`config.mk`:
```
export PLATFORM = sky130hd
export DESIGN_NAME = keypad_time_loader
export DESIGN_NICKNAME = d
export VERILOG_FILES = /design/src/rtl/keypad_time_loader_pkg.sv /design/src/rtl/keypad_time_loader_encoder.sv /design/src/rtl/keypad_time_loader.sv
export SDC_FILE = /design/constraint.sdc
export NUM_CORES = 1
export LEC_CHECK = 0
export BUFFER_PORTS_ARGS = -buffer_cell sky130_fd_sc_hd__buf_2
export CORE_UTILIZATION = 55
export DETAILED_ROUTE_END_ITERATION = 12
export PLACE_DENSITY = 0.82
export SYNTH_ARGS = -nofsm -noshare
export SYNTH_HDL_FRONTEND = slang
export SYNTH_SLANG_ARGS = --single-unit
```
`constraint.sdc`:
```
create_clock -name clk -period 8.4 [get_ports clk]
set_clock_uncertainty 0.05 [all_clocks]
set_input_delay 0.42 -clock clk [delete_from_list [all_inputs] [get_ports clk]]
set_output_delay 0.42 -clock clk [all_outputs]
set_load 0.02 [all_outputs]
```
`src/rtl/keypad_time_loader_pkg.sv`:
```
// Shared definitions for the keypad time-entry path: widths, defaults, FSM states
// and key kinds. The countdown counter top level imports this as well.
package keypad_time_loader_pkg;

   localparam int KEY_W          = 10;
   localparam int BCD_W          = 4;
   localparam int MAX_DIGITS_DEF = 3;
   localparam int DEBOUNCE_DEF   = 4;

   typedef enum logic [2:0] {
      ST_IDLE     = 3'd0,
      ST_DEBOUNCE = 3'd1,
      ST_LOAD     = 3'd2,
      ST_CLEAR    = 3'd3,
      ST_RELEASE  = 3'd4
   } state_t;

   typedef enum logic {
      KIND_DIG = 1'b0,
      KIND_CLR = 1'b1
   } kind_t;

endpackage

```
`src/rtl/keypad_time_loader_encoder.sv`:
```
// One-hot digit keypad to BCD encoder. valid is low when no key or several keys
// are pressed, so ambiguous chords never reach the loader.
module keypad_time_loader_encoder
   import keypad_time_loader_pkg::*;
(
   input  logic [KEY_W-1:0] keys,
   output logic [BCD_W-1:0] code,
   output logic             valid
);

   logic [3:0] n_set;

   always_comb begin
      code  = '0;
      n_set = '0;
      for (int i = 0; i < KEY_W; i++) begin
         if (keys[i]) begin
            code  = BCD_W'(i);
            n_set = n_set + 4'd1;
         end
      end
      valid = (n_set == 4'd1);
   end

endmodule

```
`src/rtl/keypad_time_loader.sv`:
```
// Keypad-side driver of the countdown chain: debounces keys, then issues one-cycle
// loadn (digit) or clrn (clear) strobes and tracks how many digits were entered.
//
// state    | meaning
// IDLE     | waiting for clear key or a single digit key
// DEBOUNCE | counting identical samples of the captured key
// LOAD     | loadn low for one cycle, data holds the digit
// CLEAR    | clrn low for one cycle, count and data cleared
// RELEASE  | waiting for all keys up (no auto-repeat)
module keypad_time_loader
   import keypad_time_loader_pkg::*;
#(
   parameter int DEBOUNCE_CYCLES = DEBOUNCE_DEF,
   parameter int MAX_DIGITS      = MAX_DIGITS_DEF
) (
   input  logic             clk,
   input  logic             rst,
   input  logic [KEY_W-1:0] keypad,
   input  logic             clear_key,
   input  logic             running,
   input  logic             zero,
   output logic [BCD_W-1:0] data,
   output logic             loadn,
   output logic             clrn,
   output logic [1:0]       digit_count,
   output logic             digits_full
);

   localparam int              DB_W    = $clog2(DEBOUNCE_CYCLES + 1);
   localparam logic [DB_W-1:0] DB_MAX  = DB_W'(DEBOUNCE_CYCLES);
   localparam logic [1:0]      CNT_MAX = 2'(MAX_DIGITS);

   state_t           state_q, state_d;
   kind_t            kind_q, kind_d;
   logic [BCD_W-1:0] code_q, code_d;
   logic [KEY_W:0]   sample_q, sample_d;
   logic [DB_W-1:0]  db_cnt_q, db_cnt_d;
   logic [BCD_W-1:0] data_q, data_d;
   logic             loadn_q, loadn_d;
   logic             clrn_q, clrn_d;
   logic [1:0]       count_q, count_d;
   logic             full_q, full_d;

   logic [BCD_W-1:0] enc_code;
   logic             enc_valid;
   logic [KEY_W:0]   cur_sample;

   assign cur_sample = {clear_key, keypad};

   keypad_time_loader_encoder u_encoder (
      .keys  (keypad),
      .code  (enc_code),
      .valid (enc_valid)
   );

   always_comb begin
      state_d  = state_q;
      kind_d   = kind_q;
      code_d   = code_q;
      sample_d = sample_q;
      db_cnt_d = db_cnt_q;
      data_d   = data_q;
      loadn_d  = 1'b1;
      clrn_d   = 1'b1;
      count_d  = count_q;

      unique case (state_q)
         ST_IDLE: begin
            if (clear_key) begin
               state_d  = ST_DEBOUNCE;
               kind_d   = KIND_CLR;
               sample_d = cur_sample;
               db_cnt_d = DB_W'(1);
            end else if (!running && enc_valid) begin
               state_d  = ST_DEBOUNCE;
               kind_d   = KIND_DIG;
               code_d   = enc_code;
               sample_d = cur_sample;
               db_cnt_d = DB_W'(1);
            end
         end
         ST_DEBOUNCE: begin
            // the decision edge acts on the DEBOUNCE_CYCLES samples already seen
            if (kind_q == KIND_DIG && running) begin
               state_d = ST_IDLE;
            end else if (db_cnt_q == DB_MAX) begin
               if (kind_q == KIND_CLR) begin
                  state_d = ST_CLEAR;
                  clrn_d  = 1'b0;
                  count_d = '0;
                  data_d  = '0;
               end else if (count_q < CNT_MAX) begin
                  state_d = ST_LOAD;
                  loadn_d = 1'b0;
                  data_d  = code_q;
                  count_d = count_q + 2'd1;
               end else begin
                  state_d = ST_RELEASE;
               end
            end else if (cur_sample != sample_q) begin
               state_d = ST_IDLE;
            end else begin
               db_cnt_d = db_cnt_q + DB_W'(1);
            end
         end
         ST_LOAD:    state_d = ST_RELEASE;
         ST_CLEAR:   state_d = ST_RELEASE;
         ST_RELEASE: if (cur_sample == '0) state_d = ST_IDLE;
         default:    state_d = ST_IDLE;
      endcase

      // countdown finished overrides a coincident digit load
      if (running && zero) count_d = '0;
      full_d = (count_d == CNT_MAX);
   end

   always_ff @(posedge clk) begin
      if (rst) begin
         state_q  <= ST_IDLE;
         kind_q   <= KIND_DIG;
         code_q   <= '0;
         sample_q <= '0;
         db_cnt_q <= '0;
         data_q   <= '0;
         loadn_q  <= 1'b1;
         clrn_q   <= 1'b1;
         count_q  <= '0;
         full_q   <= 1'b0;
      end else begin
         state_q  <= state_d;
         kind_q   <= kind_d;
         code_q   <= code_d;
         sample_q <= sample_d;
         db_cnt_q <= db_cnt_d;
         data_q   <= data_d;
         loadn_q  <= loadn_d;
         clrn_q   <= clrn_d;
         count_q  <= count_d;
         full_q   <= full_d;
      end
   end

   assign data        = data_q;
   assign loadn       = loadn_q;
   assign clrn        = clrn_q;
   assign digit_count = count_q;
   assign digits_full = full_q;

endmodule

```
==> impl_metrics.csv, run 1 <==
group,metric,value,unit
finish,multi_input_area,1501,um2
detailed_routing,wl_per_cell,12.75,um
sta,rsz0062_at_grt,"no",
finish,postLayoutCellArea,2447,um2
clock_tree,cts_tree,"yes",
clock_tree,root_buffer,"clkbuf_8",
logic_synthesis,syn_area,2241,um2
critical_path,crit_start,"keypad[0]",
sta,worst_slack,1676,ps
floorplan,core,3771,um2
finish,mostFrequentLayoutCell,"nand2_1",
global_routing,grt.overflow.total,0,
logic_synthesis,async_flop_share,0,
detailed_routing,detail-route-antenna-nets,0,
finish,drive_gt1_frac,0.1552,
sta,period_share,0.8004,
sta,slew_headroom,0.4843,
clock_tree,htreeDepth,2,
finish,layout_common_cells,"nand2_1 (43), dfxtp_1 (30), nor2_1 (29), buf_2 (23), a21oi_1 (14)",
placed_design,hpwl,3198,um
finish,nets,316,
global_routing,grt_pass1_vias,1656,
critical_path,worstSetupPathType,"in2reg",
sta,fmax,148.7,MHz
detailed_routing,drt_wl_total,4308,um
clock_tree,post_cts_buffers,0,
clock_tree,numCtsBuffers,5,
global_routing,grt_antenna_before_repair,0,
sta,worst_hold_slack,383.0,ps
sta,slew_violations,0,
floorplan,dieWidth,65.83,um
power_and_ir_drop,ir_drop,0.1401,mV
min_path,worstHoldStart,"keypad[0]",
finish,regArea,600.6,um2
finish,area_growth_syn_to_layout,9.213,%
power_and_ir_drop,powerDensity,226.0,nW/um2
logic_synthesis,synth_enable_flop_cells,0,
run_status,status,"finished clean",
placed_design,gp_congestion,0.8102,
placed_design,io_buffers,23,
sta,worst_pin_slew,767.7,ps
detailed_routing,viasPerCell,5.621,
sta,hold_viol_final,0,
clock_tree,clock_sinks,30,
clock_tree,cts_buffer_depth,2,
critical_path,critPathMaxFanout,14,
logic_synthesis,synth_nets,302,
critical_path,crit_slowest_cell,"and2_1",
finish,post-route-util,0.6490,
clock_tree,hold_buffers,0,
min_path,hold_path_class,"in2reg",
floorplan,die_area,4334,um2
power_and_ir_drop,leakage,1.036,nW
finish,fillers,321,
logic_synthesis,synthCells,276,
critical_path,rr_startpoint,"state_q[1]",
placed_design,dpl-instance-area,2335,um2
clock_tree,post_cts_resized,0,
sta,min_period,6724,ps
logic_synthesis,ys.flop_type,"dfxtp_1",
floorplan,rows,22,
critical_path,setup.worst_path.start_class,"input pin",
detailed_routing,route.detailed.drc,0,
detailed_routing,vias,1900,
critical_path,crit_path_end_kind,"register",
placed_design,dp_slack,1421,ps
critical_path,required,8550,ps
sta,finalSetupViolations,0,
floorplan,start_util,0.5942,
flow_run,maxCapViolations,0,
detailed_routing,drt_iter0_markers,131,
global_routing,grt_max_degree,25,
logic_synthesis,synth_warnings,0,
logic_synthesis,synth.avg_cell_area,8.119,um2
logic_synthesis,yosysUniqueCellTypes,54,
logic_synthesis,yosysSeqAreaShare,0.2680,
clock_tree,clk_pin_slew,60,ps
clock_tree,clk_latency,280,ps
critical_path,critPathMostFrequentCell,"ha_1",
finish,antenna_cells,0,
floorplan,die_h,65.83,um
detailed_routing,dr.pass1.iters,4,
sta,setup_tns,0,ps
critical_path,max_stage_delay,640,ps
floorplan,ioPinCount,24,
logic_synthesis,synth_seq_cells,30,
global_routing,grt_usage,0.2198,
global_routing,grt_pass1_wl,7224,um
critical_path,arrival,6870,ps
==> synth_stat cells (3+ instances only) <==
cell type	n	area, um2
a21oi_1	14	70.07
a31oi_1	5	31.28
o31ai_1	4	30.03
nor2_1	29	108.9
nor3_1	12	60.06
xor2_1	10	87.58
nand2_1	43	161.4
nor4_1	4	25.02
inv_1	13	48.80
mux2i_1	13	130.1
clkbuf_1	8	30.03
buf_2	5	25.02
ha_1	11	137.6
xnor2_1	12	105.1
nor3b_1	3	22.52
dfxtp_1	30	600.6
a22oi_1	3	22.52
o21ai_0	8	40.04
==> layout make-up <==
type,count,area share
multi-input cells,215,0.6135
flip-flops and latches,30,0.2454
repair buffers,23,0.04703
clock buffers,6,0.03374
well taps,48,0.02454
inverters,15,0.02352
clock inverters,1,0.01227
==> power breakdown <==
part	switching, mW	total (mW)	internal, mW
Combinational	0.127	0.234	0.106
Clock	0.0532	0.148	0.0948
Sequential	0.0125	0.172	0.159
==> per-stage QoR <==
stage / total power, mW / cells
finish: 0.5531 / 338
detailed placement: 0.4074 / 331
floorplan: 0.3773 / 276
CTS: 0.5584 / 338
global route: 0.5918 / 338
global placement: 0.3989 / 331
==> routing by layer <==
layer | wire length [um] | GRT usage
met5 | 0 | 0
met4 | 48 | 0.08424
met3 | 238 | 0.06552
met2 | 1981 | 0.3546
met1 | 2038 | 0.2726
==> flip-flops by register name, summed over array words and instances, names as in the netlist <==
register and count:
code_q 4, clrn 1, kind_q 1, loadn 1, data 4, sample_q 10, digits_full 1, digit_count 2
state_q 3, db_cnt_q 3
==> final timing paths <==
check | end | slack (ps) | cells past startpoint
worst max-delay path | sample_q[3] | 1680 | 32
worst min-delay path | sample_q[0] | 380 | 3
worst max register to register | db_cnt_q[0] | 6410 | 7
worst min register to register | sample_q[0] | 420 | 2
==> critical path, delay by kind of cell <==
family | cells | cell delay (ps)
simple gates | 13 | 2510
fa+ha+maj | 7 | 2050
compound gates | 5 | 670
xor+xnor | 3 | 650
mux | 1 | 300
buf+inv | 3 | 260
==> logic make-up (layout without fill, tap and decap cells) <==
group | after synthesis | in the layout | synth area share
XOR/XNOR | 28 | 28 | 0.1491
AO/OA/AOI/OAI | 46 | 46 | 0.1351
AND/OR/NAND/NOR | 116 | 116 | 0.2563
buffers and inverters | 31 | 45 | 0.06197
multiplexers | 14 | 14 | 0.06812
adder cells (fa/ha/maj) | 11 | 11 | 0.06142
flip-flops | 30 | 30 | 0.2680
(Power assumes the default switching activity.)
==> inputs of run 2 (changes only) <==
==> constraint.sdc (replaced) <==
create_clock -name clk -period 6.85 [get_ports clk]
set_clock_uncertainty 0.05 [all_clocks]
set_input_delay 0.3425 -clock clk [delete_from_list [all_inputs] [get_ports clk]]
set_output_delay 0.3425 -clock clk [all_outputs]
set_load 0.02 [all_outputs]
==> run 2 against run 1 <==
Clock power hardly changed. Register-to-register slack lost 1500 ps. Hold slack worse by 82 ps. Largest power group unchanged. Design area up 0.26%. Non-clock buffer count up 1. Combinational power rose by 26%. Critical path depth increased by 1. Setup slack lost 1200 ps.
==> impl_metrics.csv, run 2 (synthesis gave the netlist of run 1 again) <==
group,metric,value,unit
placed_design,gp_congestion,0.8177,
detailed_routing,detail-route-antenna-nets,0,
detailed_routing,route.detailed.drc,0,
finish,postLayoutCellArea,2454,um2
sta,hold_viol_final,0,
critical_path,critPathMostFrequentCell,"ha_1",
finish,fillers,312,
finish,nets,317,
finish,largest_reg_flops,10,
global_routing,grt_util_met1,0.2956,
floorplan,die_h,65.83,um
placed_design,dp_slack,149.0,ps
power_and_ir_drop,leakage,1.035,nW
sta,min_period,6332,ps
critical_path,worstSetupPathType,"in2reg",
floorplan,rows,22,
power_and_ir_drop,ir_drop,0.1469,mV
critical_path,crit_slowest_cell,"ha_2",
global_routing,top_usage_layer,"met2",
detailed_routing,viasPerCell,5.618,
global_routing,use_met2,0.3610,
detailed_routing,vias,1910,
detailed_routing,wl_per_cell,12.80,um
floorplan,core,3771,um2
placed_design,dp_cells,332,
sta,slew_violations,0,
sta,rsz0062_at_grt,"no",
finish,drive_gt1_frac,0.1712,
power_and_ir_drop,report.power.total,0.6551,mW
finish,regMostFlops,"sample_q",
global_routing,grt_antenna_before_repair,0,
critical_path,r2r_slack,4910,ps
global_routing,grt.overflow.total,0,
sta,period_share,0.9244,
floorplan,start_util,0.5942,
sta,finalSetupViolations,0,
critical_path,arrival,6460,ps
detailed_routing,drt_wl_total,4352,um
sta,fmax,157.9,MHz
clock_tree,clock_sinks,30,
detailed_routing,dr.pass1.iters,4,
floorplan,ioPinCount,24,
power_and_ir_drop,powerDensity,267.0,nW/um2
finish,stdcell_count,340,
sta,setup_tns,0,ps
clock_tree,post_cts_buffers,0,
critical_path,setup.worst_path.start_class,"input pin",
clock_tree,cts_buffer_depth,2,
sta,slew_headroom,0.5201,
global_routing,grt_usage,0.2291,
clock_tree,hold_buffers,0,
global_routing,grt_pass1_wl,7665,um
floorplan,dieWidth,65.83,um
placed_design,io_buffers,23,
critical_path,crit_path_end_kind,"register",
finish,post-route-util,0.6506,
global_routing,grt_max_degree,25,
critical_path,required,6970,ps
global_routing,grt_pass1_vias,1764,
clock_tree,clk_latency,280,ps
clock_tree,post_cts_resized,0,
floorplan,die_area,4334,um2
critical_path,critPathMaxFanout,14,
placed_design,hpwl,3279,um
critical_path,max_stage_delay,400,ps
clock_tree,clk_pin_slew,60,ps
clock_tree,htreeDepth,2,
finish,layout_common_cells,"nand2_1 (43), dfxtp_1 (30), nor2_1 (29), buf_2 (23), a21oi_1 (14)",
detailed_routing,drt_iter0_markers,121,
global_routing,grtUsageMet3,0.05862,
run_status,status,"finished clean",
finish,mostFrequentLayoutCell,"nand2_1",
sta,worst_slack,517.6,ps
finish,antenna_cells,0,
clock_tree,root_buffer,"clkbuf_8",
clock_tree,numCtsBuffers,5,
sta,worst_hold_slack,301.2,ps
finish,area_growth_syn_to_layout,9.492,%
min_path,hold_path_class,"in2reg",
placed_design,dpl-instance-area,2342,um2
sta,worst_pin_slew,714.3,ps
clock_tree,cts_tree,"yes",
flow_run,maxCapViolations,0,
==> run 2: cell types whose count changed in the layout (fill, tap and decap cells not counted), sizes merged <==
cell,previous run,this run
bufinv,1,0
clkinv,1,2
buf,23,24
clkinvlp,0,1
==> run 2: worst paths after layout <==
path,start,to,cells past startpoint
worst max-delay path,keypad[1],state_q[0],33
worst min-delay path,keypad[0],sample_q[0],3
worst max register to register,state_q[1],db_cnt_q[0],7
worst min register to register,sample_q[2],sample_q[2],2
==> run 2: routing by layer <==
metal | vias up | share of wire
li1 | 979 | -
met1 | 878 | 0.48
met2 | 49 | 0.48
met3 | 4 | 0.042
met4 | 0 | 0.0057
met5 | - | 0
==> run 2: cell type report <==
type / instances / area [um2] / area share
inverter: 15 / 57.56 / 0.02346
clock buffer: 6 / 82.58 / 0.03366
multi-input combinational: 215 / 1518 / 0.6186
sequential: 30 / 600.6 / 0.2448
tap: 48 / 60.06 / 0.02448
clock inverter: 2 / 12.51 / 0.005099
timing repair buffer: 24 / 122.6 / 0.04997
==> run 2: worst max-delay path: cells and delay by family <==
family,cells,cell delay [ps]
fa+ha+maj,8,2370
simple gates,11,1610
compound gates,9,1500
buf+inv,4,490
xor+xnor,1,170
==> run 2: power breakdown <==
part | internal, mW | switching [mW]
clock | 0.0806 | 0.0687
sequential | 0.195 | 0.0158
combinational | 0.136 | 0.159
total | 0.411 | 0.244
==> inputs of run 3 (changes only) <==
--- a/config.mk
+++ b/config.mk
@@ -8,7 +8,7 @@
 export BUFFER_PORTS_ARGS = -buffer_cell sky130_fd_sc_hd__buf_2
 export CORE_UTILIZATION = 55
 export DETAILED_ROUTE_END_ITERATION = 12
-export PLACE_DENSITY = 0.82
+export PLACE_DENSITY = 0.73
 export SYNTH_ARGS = -nofsm -noshare
 export SYNTH_HDL_FRONTEND = slang
 export SYNTH_SLANG_ARGS = --single-unit
==> run 3 against run 2 <==
Largest power group unchanged. First-iteration DRC count fell by 21%. Clock power fell by 13%. Critical endpoint is now sample_q[5]. Non-clock buffer count did not move. Critical path depth did not move. Cell count fell by 0.29%. Register-to-register slack got worse by 40 ps.
==> impl_metrics.csv, run 3 (synthesis gave the netlist of run 1 again) <==
group,metric,value,unit
run_status,status,"finished clean",
critical_path,worstSetupPathType,"in2reg",
global_routing,grt_pass1_wl,7659,um
sta,slew_violations,0,
global_routing,grt_antenna_before_repair,0,
clock_tree,root_buffer,"clkbuf_8",
floorplan,ioPinCount,24,
detailed_routing,viasPerCell,5.516,
critical_path,rr_endpoint,"db_cnt_q[0]",
clock_tree,hold_buffers,0,
finish,drive_gt1_frac,0.1512,
sta,slew_headroom,0.4854,
detailed_routing,route.detailed.drc,0,
placed_design,dp_cells,332,
placed_design,io_buffers,23,
clock_tree,cts_buffer_depth,2,
flow_run,maxCapViolations,0,
min_path,hold_path_class,"in2reg",
critical_path,crit_slowest_cell,"ha_1",
power_and_ir_drop,p_sw,0.2329,mW
finish,regMostFlops,"sample_q",
detailed_routing,drt_iter0_markers,95,
critical_path,arrival,6530,ps
sta,worst_slack,468.8,ps
sta,min_period,6381,ps
clock_tree,post_cts_buffers,0,
finish,stdcell_count,339,
critical_path,crit_start,"keypad[0]",
power_and_ir_drop,p_comb_frac,0.461,
finish,nets,317,
clock_tree,cts_tree,"yes",
clock_tree,htreeDepth,2,
power_and_ir_drop,clockPowerShare,0.204,
clock_tree,clk_pin_slew,60,ps
critical_path,ff2ff_path_depth,7,
detailed_routing,wl_per_cell,13.07,um
clock_tree,clk_latency,270,ps
floorplan,die_area,4334,um2
floorplan,die_h,65.83,um
sta,fmax,156.7,MHz
detailed_routing,vias,1870,
global_routing,grt.overflow.total,0,
floorplan,rows,22,
detailed_routing,drt_wl_total,4432,um
detailed_routing,dr.pass1.iters,4,
power_and_ir_drop,sw_frac_of_total,0.3694,
critical_path,crit_path_end_kind,"register",
power_and_ir_drop,p_seq_frac,0.335,
floorplan,core,3771,um2
critical_path,setup.worst_path.start_class,"input pin",
sta,rsz0062_at_grt,"no",
clock_tree,post_cts_resized,0,
sta,hold_viol_final,0,
clock_tree,numCtsBuffers,5,
global_routing,grt_max_degree,25,
finish,multi_input_area,1501,um2
critical_path,critPathMostFrequentCell,"ha_1",
critical_path,critPathMaxFanout,14,
sta,finalSetupViolations,0,
power_and_ir_drop,powerDensity,260.7,nW/um2
finish,area_growth_syn_to_layout,7.929,%
sta,setup_tns,0,ps
finish,antenna_cells,0,
floorplan,start_util,0.5942,
global_routing,grt_pass1_vias,1701,
critical_path,rr_startpoint,"state_q[1]",
finish,layout_common_cells,"nand2_1 (43), dfxtp_1 (30), nor2_1 (29), buf_2 (23), a21oi_1 (14)",
floorplan,dieWidth,65.83,um
global_routing,grt_usage,0.2298,
power_and_ir_drop,ir_drop,0.2016,mV
critical_path,max_stage_delay,400,ps
power_and_ir_drop,p_int,0.3977,mW
placed_design,dp_slack,231.1,ps
detailed_routing,detail-route-antenna-nets,0,
sta,period_share,0.9316,
critical_path,endpoint,"sample_q[5]",
sta,worst_pin_slew,766.0,ps
power_and_ir_drop,leakage,1.022,nW
placed_design,gp_congestion,0.8097,
critical_path,required,7000,ps
finish,fillers,344,
placed_design,hpwl,3285,um
finish,mostFrequentLayoutCell,"nand2_1",
critical_path,r2r_slack,4870,ps
finish,largest_reg_flops,10,
clock_tree,clock_sinks,30,
finish,regArea,600.6,um2
run 3: how the worst min path moves through the flow:
stage	cells past startpoint	end	slack (ps)	from
2_1_floorplan	2	sample_q[1]	400	sample_q[1]
5_1_grt	3	sample_q[0]	330	keypad[0]
3_5_place_dp	2	sample_q[7]	420	sample_q[7]
6_report	3	sample_q[0]	310	keypad[0]
4_1_cts	3	sample_q[0]	310	keypad[0]
3_3_place_gp	2	sample_q[2]	400	sample_q[2]
run 3: final cells by class:
| type | instances | share of cell area |
|---|---|---|
| Inverter | 15 | 0.02380 |
| Sequential cell | 30 | 0.2483 |
| Timing Repair Buffer | 24 | 0.05070 |
| Clock buffer | 7 | 0.03156 |
| Multi-Input combinational cell | 215 | 0.6208 |
| Tap cell | 48 | 0.02483 |
run 3: power by group through the flow:
stage / clock [mW] / sequential, mW / combinational (mW)
after floorplan: 0 / 0.209 / 0.253
after global placement: 0 / 0.214 / 0.282
after detailed placement: 0 / 0.214 / 0.290
after CTS: 0.132 / 0.211 / 0.292
after global routing: 0.140 / 0.213 / 0.320
final: 0.129 / 0.211 / 0.291
run 3: metrics by stage:
stage,utilization,power (mW),hold WS (ps),cell area (um2)
floorplan,-,0.4626,396.5,2241
CTS,0.6413,0.6344,310.3,2419
global route,0.6413,0.6736,326.4,2419
detailed placement,0.6211,0.5043,416.2,2342
finish,0.6413,0.6306,310.3,2419
global placement,0.6211,0.4961,404.1,2342
run 3: routing by layer:
metal  up-vias  GRT usage  wire [um]
li1        980          -          -
met1       856     0.3174       2288
met2        30     0.3469       1959
met3         4    0.05000        146
met4         0    0.08424         38
met5         -          0          0
run 3: worst max-delay path: cells and delay by family:
family	cells	cell delay, ps
buffers and inverters	4	500
and+or+nand+nor	13	2100
muxes	1	230
xor gates and xnor gates	3	650
AOI/OAI and AO/OA	5	680
adders and majority gates	7	2020
